`config.mk`:
```
export PLATFORM = sky130hd
export DESIGN_NAME = dds2note_seq
export DESIGN_NICKNAME = d
export VERILOG_FILES = /design/src/rtl/dds2note_pkg.sv /design/src/rtl/dds2note_bound_rom.sv /design/src/rtl/dds2note_seq.sv
export SDC_FILE = /design/constraint.sdc
export NUM_CORES = 1
export LEC_CHECK = 0
export BUFFER_PORTS_ARGS = -buffer_cell sky130_fd_sc_hd__buf_2
export CAP_MARGIN = 10
export CORE_MARGIN = 5
export CORE_UTILIZATION = 45
export CTS_CLUSTER_DIAMETER = 30
export DETAILED_ROUTE_END_ITERATION = 10
export HOLD_SLACK_MARGIN = 0.06
export PLACE_DENSITY = 0.68
export SYNTH_ARGS = -nofsm -noshare
export SYNTH_HDL_FRONTEND = slang
export SYNTH_HIERARCHICAL = 1
export SYNTH_SLANG_ARGS = --single-unit
```
`constraint.sdc`:
```
create_clock -name CLK -period 4.35 [get_ports CLK]
set_input_delay 0.87 -clock CLK [delete_from_list [all_inputs] [get_ports CLK]]
set_output_delay 0.87 -clock CLK [all_outputs]
set_load 0.05 [all_outputs]
```
`src/rtl/dds2note_pkg.sv`:
```
// Shared constants for mapping DDS phase increments back to MIDI notes:
// oscillator base table, rounding boundaries and converter state encoding.
package dds2note_pkg;

    localparam logic [31:0] BASE_TABLE [12] = '{
        32'd359575, 32'd380957, 32'd403610, 32'd427610, 32'd453037, 32'd479976,
        32'd508516, 32'd538754, 32'd570790, 32'd604731, 32'd640691, 32'd678788
    };

    // Floor of the midpoints between adjacent base entries; b0 sits below B[0],
    // and UPPER_LIMIT sits above B[11].
    localparam logic [31:0] BOUND_TABLE [12] = '{
        32'd349484, 32'd370266, 32'd392283, 32'd415610, 32'd440323, 32'd466506,
        32'd494246, 32'd523635, 32'd554772, 32'd587760, 32'd622711, 32'd659739
    };

    localparam logic [31:0] UPPER_LIMIT = 32'd698969;
    localparam logic [3:0]  NORM_MAX    = 4'd10;

    typedef enum logic [1:0] {
        IDLE   = 2'd0,
        NORM   = 2'd1,
        SEARCH = 2'd2
    } state_t;

    // Note number for octave shift k and semitone i; up to 131, so 8 bits wide.
    function automatic logic [7:0] note_index(input logic [3:0] k, input logic [3:0] i);
        return 8'd12 * (8'd10 - {4'd0, k}) + {4'd0, i};
    endfunction

endpackage

```
`src/rtl/dds2note_bound_rom.sv`:
```
// Combinational lookup of the semitone decision boundary b[j];
// indices 12..15 are unused and read as zero.
module dds2note_bound_rom
    import dds2note_pkg::*;
(
    input  logic [3:0]  idx,
    output logic [31:0] bound
);

    always_comb begin
        bound = '0;
        if (idx < 4'd12)
            bound = BOUND_TABLE[idx];
    end

endmodule

```
`src/rtl/dds2note_seq.sv`:
```
// Sequential increment-to-note converter: normalizes the increment into the
// top octave by doubling, then walks the boundary table downward to pick a semitone.
module dds2note_seq
    import dds2note_pkg::*;
(
    input  logic        CLK,
    input  logic        RST,
    input  logic        START,
    input  logic [31:0] ADDER,
    output logic [6:0]  NOTE,
    output logic        ERR,
    output logic        VALID,
    output logic        BUSY
);

    state_t      state, state_n;
    logic [31:0] v, v_n;
    logic [3:0]  k, k_n;
    logic [3:0]  j, j_n;
    logic [6:0]  note_n;
    logic        err_n, valid_n, busy_n;
    logic [3:0]  rom_idx;
    logic [31:0] bound;
    logic [7:0]  n_full;

    // NORM only ever needs b0; SEARCH needs b[j].
    assign rom_idx = (state == SEARCH) ? j : 4'd0;
    assign n_full  = note_index(k, j);

    dds2note_bound_rom u_bound_rom (
        .idx   (rom_idx),
        .bound (bound)
    );

    always_comb begin
        state_n = state;
        v_n     = v;
        k_n     = k;
        j_n     = j;
        note_n  = NOTE;
        err_n   = ERR;
        valid_n = 1'b0;
        busy_n  = BUSY;

        unique case (state)
            IDLE: begin
                if (START) begin
                    v_n     = ADDER;
                    k_n     = 4'd0;
                    busy_n  = 1'b1;
                    state_n = NORM;
                end
            end

            NORM: begin
                if (k == 4'd0 && v >= UPPER_LIMIT) begin
                    note_n  = 7'd127;
                    err_n   = 1'b1;
                    valid_n = 1'b1;
                    busy_n  = 1'b0;
                    state_n = IDLE;
                end else if (v < bound) begin
                    if (k < NORM_MAX) begin
                        // v < b0 here, so the shift cannot overflow.
                        v_n = v << 1;
                        k_n = k + 4'd1;
                    end else begin
                        note_n  = 7'd0;
                        err_n   = 1'b1;
                        valid_n = 1'b1;
                        busy_n  = 1'b0;
                        state_n = IDLE;
                    end
                end else begin
                    j_n     = 4'd11;
                    state_n = SEARCH;
                end
            end

            SEARCH: begin
                if (v >= bound || j == 4'd0) begin
                    if (n_full > 8'd127) begin
                        note_n = 7'd127;
                        err_n  = 1'b1;
                    end else begin
                        note_n = n_full[6:0];
                        err_n  = 1'b0;
                    end
                    valid_n = 1'b1;
                    busy_n  = 1'b0;
                    state_n = IDLE;
                end else begin
                    j_n = j - 4'd1;
                end
            end

            default: state_n = IDLE;
        endcase
    end

    // NOTE: state registers use non-blocking assignments so every register
    // samples the pre-edge value of every other one.
    always_ff @(posedge CLK or posedge RST) begin
        if (RST) begin
            state <= IDLE;
            v     <= '0;
            k     <= '0;
            j     <= '0;
            NOTE  <= '0;
            ERR   <= 1'b0;
            VALID <= 1'b0;
            BUSY  <= 1'b0;
        end else begin
            state <= state_n;
            v     <= v_n;
            k     <= k_n;
            j     <= j_n;
            NOTE  <= note_n;
            ERR   <= err_n;
            VALID <= valid_n;
            BUSY  <= busy_n;
        end
    end

endmodule

```
==> results of run 1 <==
cell type report:
| type | instances | area, sq um |
|---|---|---|
| Timing Repair Buffer | 59 | 370 |
| Clock inverter | 1 | 30.0 |
| Inverter | 79 | 300 |
| Clock buffer | 7 | 96.3 |
| Fill cell | 1001 | 4740 |
| Multi-Input combinational cell | 380 | 2810 |
| Tap cell | 133 | 166 |
| Sequential cell | 52 | 1300 |
layout by cell type, fill, tap and decap left out, types with 3 or more instances in the layout:
cell type  Yosys  routed
a2bb2oi_1      5       5
o22a_2        24      24
buf_2          5      44
a21o_1         3       3
o21ai_0       12      12
mux2_2         4       4
conb_1         1      12
o22ai_1        4       4
nor3_1         7       7
nor2_1        47      47
o21ai_1        8       8
a211o_1        3       3
ha_1          52      49
buf_4         13      12
xnor2_1        6       6
dfrtp_1       52      52
o2bb2ai_1      8       8
nand4_1        9       9
or3_1          6       5
o211ai_1       6       6
a22oi_1        9       9
xor2_1         5       5
a31oi_1       25      25
o21a_1         5       5
nor2b_1        5       4
buf_12         0       3
inv_2          1       3
inv_1         78      75
nand3_1        6       6
a21oi_1       28      28
nand2_1       30      30
nor4_1         7       6
clkbuf_8       0       7
where the power goes:
| part | leakage, nW | internal, W | switching [W] |
|---|---|---|---|
| Clock | 0.0645 | 0.000203 | 0.000166 |
| Sequential | 0.594 | 0.000708 | 0.000255 |
| Combinational | 1.73 | 0.000916 | 0.00123 |
worst max-delay path, cell delays in order (launching register included):
cell,delay (ns)
dfrtp_1,0.42
inv_2,0.09
ha_2,0.20
and2_4,0.20
clkinvlp_4,0.17
ha_4,0.35
a21oi_1,0.08
o22ai_1,0.18
inv_1,0.07
ha_1,0.29
nand4_1,0.13
or2_2,0.14
o22ai_1,0.06
o41a_1,0.44
o311a_1,0.41
or3_4,0.40
mux2_1,0.31
cell families (layout without fill, tap and decap cells):
group,Yosys count,after routing,share of synthesized area [%]
compound gates,159,159,25.2
simple gates,135,135,15.0
buf+inv,119,146,11.5
fa+ha+maj,54,54,15.2
flops,52,52,28.7
xor+xnor,11,11,2.12
mux,9,9,2.12
other cells,1,12,0.0826
flip-flops by register name, indices dropped and copies added (netlist names):
register	flops
k	4
NOTE	7
ERR	1
j	4
VALID	1
BUSY	1
state	2
v	32
metal layers:
metal  GRT usage [%]  vias up  wire (microns)
met3            2.95        9             442
met1            24.2     1861            5020
met5               0        -               0
met4            3.53        0              95
li1                -     1959               -
met2            31.0       92            5310
path summary, 6_finish.rpt:
check,from,end,cells after the start
worst max register to register,state[0],ERR,16
worst min-delay path,NOTE[6],NOTE[6],1
max in group asynchronous,RST,state[1],3
min in group asynchronous,RST,v[30],2
worst max-delay path,state[0],ERR,16
worst min register to register,NOTE[6],NOTE[6],1
stage by stage:
stage | utilization [%] | std cells | setup WS, ns | area [sq um] | total power [W]
finish | 51.7 | 711 | 0.287 | 5070 | 0.00347
CTS | 50.9 | 707 | 0.123 | 5000 | 0.00346
global route | 51.7 | 711 | 0.0260 | 5070 | 0.00381
floorplan | - | 551 | 0.0168 | 4600 | 0.00257
global placement | 49.6 | 699 | 0.257 | 4870 | 0.00299
detailed placement | 49.6 | 699 | 0.153 | 4870 | 0.00307
timing repair:
item                                    CTS  global route
endpoints found under the setup margin    0            47
buffers inserted                          0             3
gates resized for setup                   0            10
==> impl_metrics.py, run 1 <==
metrics = {
    "status": {
        "status": "complete, no violations",
    },
    "synthesis": {
        "postSynthCellCount": 540,
        "yosys_warnings": 6,
        "synth_top_cell_area_share_pct": 28.7,
        "synth_area_leaders": "dfrtp_1 (29%), ha_1 (14%), inv_1 (6.4%), o22a_2 (5.3%), nor2_1 (3.9%)",
        "ys_seq_area_share_pct": 28.7,
        "synth_ff_type": "dfrtp_1",
        "async_flop_share_pct": 100,
        "ys_ff_latch": 52,
        "synth.avg_cell_area_sq_um": 8.41,
        "ys_top_cells_by_count": "inv_1 (78), dfrtp_1 (52), ha_1 (52), nor2_1 (47), nand2_1 (30)",
        "synth_cell_types": 63,
        "synth_most_common_cell": "inv_1",
        "netlist_area_sq_um": 4540,
        "synth_edf_count": 0,
        "yosysTopAreaCell": "dfrtp_1",
    },
    "clock_tree": {
        "cts-buffers-inserted": 5,
        "cts.htree.levels": 2,
        "cts_buffer_depth": 2,
        "path_clk_slew_ns": 0.10,
        "cts_tree": "built",
        "clock-root-buffer": "clkbuf_8",
        "cts_sinks": 52,
        "cts_hold_buf": 0,
        "clk_latency_ns": 0.31,
    },
    "critical_path": {
        "crit_required_ns": 4.55,
        "r2r_setup_slack_ns": 0.29,
        "critPathMaxFanout": 8,
        "arrival_ns": 4.26,
        "crit_path_end_kind": "register",
        "start_kind": "register",
        "worstSetupPathType": "register to register",
    },
    "routing": {
        "wl_mm": 10.9,
        "ant_nets": 0,
        "drt-initial-drc-count": 186,
        "dr.pass1.iters": 4,
        "wl_per_cell_microns": 15.3,
        "avgViaCountPerCell": 5.51,
        "drc": 0,
        "route.vias.total": 3921,
    },
    "sta": {
        "tightest_slew_ns": 0.610,
        "period_minus_slack_ns": 4.06,
        "fin_skew_ns": 0.0100,
        "hold_violations": 0,
        "timing.slew.headroom_pct": 59.4,
        "setup_viol": 0,
        "max_freq_mhz": 246,
        "rsz0062_at_grt": "no",
        "finalCritPeriodShare_pct": 93.4,
        "slew_violations": 0,
        "hold_ws_ns": 0.497,
        "tns_ns": 0,
    },
    "grt": {
        "antenna_found_initial": 0,
        "grt_max_degree": 53,
        "grt_pass1_vias": 3946,
        "grt_pass1_wl_mm": 19.0,
        "overflow": 0,
        "grt_util_all_layers_pct": 18.1,
    },
    "power_and_ir_drop": {
        "ir_drop_mv": 0.528,
        "leakagePower_nw": 2.38,
        "power_density_nw_per_um2": 685,
    },
    "placement": {
        "dp_hpwl_mm": 8.23,
        "numPortBuffers": 44,
        "place_congestion": 0.901,
    },
    "layout": {
        "fin_nets": 666,
        "n_antenna_cell": 0,
        "drive_gt1_share_pct": 20.2,
        "area_delta_synth_final_pct": 11.7,
    },
    "floorplanning": {
        "die-area_sq_um": 12200,
        "start_util_pct": 46.3,
        "die_x_microns": 110,
        "core-area_sq_um": 9820,
        "ioPinCount": 45,
        "die_y_microns": 110,
        "fp-row-count": 36,
    },
    "min_path": {
        "hold_class": "register to register",
    },
    "flow_run": {
        "cap_violations": 0,
    },
}
Note: power is estimated with default switching activity, not from simulation.
==> run 2, diff against run 1 <==
Settings changed: CORE_UTILIZATION 45 to 50, PLACE_DENSITY 0.68 to 0.74.
==> run 2 against run 1 <==
Total power shrank 2.5%; utilization grew 4.9 points; global-route usage grew 1.9 points; worst setup slack lost 0.095 ns; sequential share of layout area grew 0.46 points; first-iteration DRC count shrank 3.8%; flip-flop and latch count is the same; sequential power is essentially flat; non-clock buffer count shrank 2; fmax shrank 2.3%; clock power shrank 15%.
==> impl_metrics.py, run 2 (synthesized netlist as in run 1, its figures left out) <==
metrics = {
    "sta": {
        "tightest_slew_ns": 0.721,
        "rsz0062_at_grt": "no",
        "fin_skew_ns": 0.0155,
        "timing.slew.headroom_pct": 51.9,
        "tns_ns": 0,
        "finalCritPeriodShare_pct": 95.6,
        "hold_ws_ns": 0.498,
        "setup_viol": 0,
        "hold_violations": 0,
        "period_minus_slack_ns": 4.16,
        "slew_violations": 0,
        "max_freq_mhz": 241,
    },
    "power_and_ir_drop": {
        "power.internal_w": 0.00172,
        "p_sw_w": 0.00167,
        "comb_power_share_pct": 62.5,
        "clock_power_share_pct": 9.2,
        "p_sw_share_pct": 49.3,
        "leakagePower_nw": 2.36,
        "ir_drop_mv": 0.510,
        "share_seq_of_total_power_pct": 28.3,
        "power_density_nw_per_um2": 680,
    },
    "critical_path": {
        "r2r-end": "ERR",
        "reg2reg_depth": 16,
        "crit_path_end_kind": "register",
        "worstSetupPathType": "register to register",
        "rr_startpoint": "state[0]",
        "cp-endpoint": "ERR",
        "start_kind": "register",
        "crit_required_ns": 4.56,
        "arrival_ns": 4.37,
        "r2r_setup_slack_ns": 0.19,
        "critPathMaxFanout": 13,
        "startpoint": "state[0]",
    },
    "routing": {
        "route.vias.total": 3938,
        "wl_mm": 10.8,
        "drt-initial-drc-count": 179,
        "avgViaCountPerCell": 5.76,
        "drc": 0,
        "wl_per_cell_microns": 15.8,
        "ant_nets": 0,
        "dr.pass1.iters": 5,
    },
    "floorplanning": {
        "start_util_pct": 51.6,
        "core-area_sq_um": 8810,
        "die-area_sq_um": 11100,
        "fp-row-count": 34,
        "die_y_microns": 105,
        "die_x_microns": 105,
        "ioPinCount": 45,
    },
    "status": {
        "status": "complete, no violations",
    },
    "clock_tree": {
        "clock-root-buffer": "clkbuf_8",
        "cts_setup_buffers": 0,
        "path_clk_slew_ns": 0.11,
        "cts_sinks": 52,
        "clk_latency_ns": 0.33,
        "cts-buffers-inserted": 5,
        "cts_hold_buf": 0,
        "cts.htree.levels": 2,
        "cts_buffer_depth": 2,
        "post_cts_resized": 0,
        "cts_tree": "built",
    },
    "grt": {
        "grt_pass1_vias": 3876,
        "grt_max_degree": 74,
        "grt_util_all_layers_pct": 20.0,
        "overflow": 0,
        "grt_pass1_wl_mm": 18.6,
        "antenna_found_initial": 0,
    },
    "layout": {
        "fin_nets": 664,
        "largest-register": "v",
        "drive_gt1_share_pct": 19.3,
        "mostFrequentLayoutCell": "inv_1",
        "n_antenna_cell": 0,
        "layout_common_cells": "inv_1 (76), dfrtp_1 (52), ha_1 (49), nor2_1 (47), buf_2 (44)",
        "area_delta_synth_final_pct": 9.78,
        "final_core_util_pct": 56.6,
        "largest_register_ffs": 32,
        "reg.largest.list": "v x32, NOTE x7",
    },
    "placement": {
        "numPortBuffers": 44,
        "place_congestion": 0.936,
        "dp_hpwl_mm": 8.05,
    },
    "min_path": {
        "min_from": "NOTE[0]",
        "hold_class": "register to register",
    },
    "flow_run": {
        "cap_violations": 0,
    },
}
## run 2: critical path, cell delays in order (launching register included)
cell,delay (ns)
dfrtp_1,0.42
inv_1,0.12
ha_2,0.19
buf_4,0.18
and2_1,0.19
buf_4,0.21
nor2b_1,0.21
o31a_1,0.19
inv_1,0.05
ha_1,0.27
nand4_1,0.15
or2_2,0.15
a211oi_1,0.04
o41a_1,0.52
o311a_1,0.42
or3_1,0.41
mux2_1,0.32
## run 2: worst min path at each step
| stage | to | depth (start not counted) |
|---|---|---|
| global placement | NOTE[5] | 1 |
| floorplan | v[15] | 1 |
| detailed placement | NOTE[5] | 1 |
| CTS | NOTE[0] | 1 |
| global route | NOTE[2] | 1 |
| finish | NOTE[0] | 1 |
## run 2: area by class of cell
class | instances | area (sq um)
clock inverters | 3 | 26.3
fillers | 811 | 3820
inverters | 79 | 297
flip-flops and latches | 52 | 1300
clock buffers | 5 | 68.8
multi-input cells | 380 | 2800
repair buffers | 57 | 359
well taps | 108 | 135
## run 2: layer usage
| metal | vias to the layer above | wire, microns | track usage, % |
|---|---|---|---|
| met3 | 14 | 344 | 2.57 |
| met5 | - | 0 | 0 |
| met1 | 1885 | 5020 | 27.3 |
| met4 | 0 | 173 | 5.15 |
| met2 | 75 | 5300 | 33.6 |
| li1 | 1964 | - | - |
## run 2: power groups by stage
stage	Combinational [W]	Sequential [W]	Clock, W
global route	0.00237	0.000994	0.000342
finish	0.00212	0.000960	0.000312
detailed placement	0.00211	0.000967	0
CTS	0.00212	0.000958	0.000319
global placement	0.00202	0.000955	0
floorplan	0.00155	0.00102	0
## run 2: per-stage QoR
stage	worst slack, ns	power, W	instance area, sq um	std cells
final	0.193	0.00339	4990	684
after global routing	0.0150	0.00370	4990	684
after CTS	0.123	0.00340	4940	683
after detailed placement	0.161	0.00307	4850	675
after global placement	0.249	0.00297	4850	675
after floorplan	0.0168	0.00257	4600	551
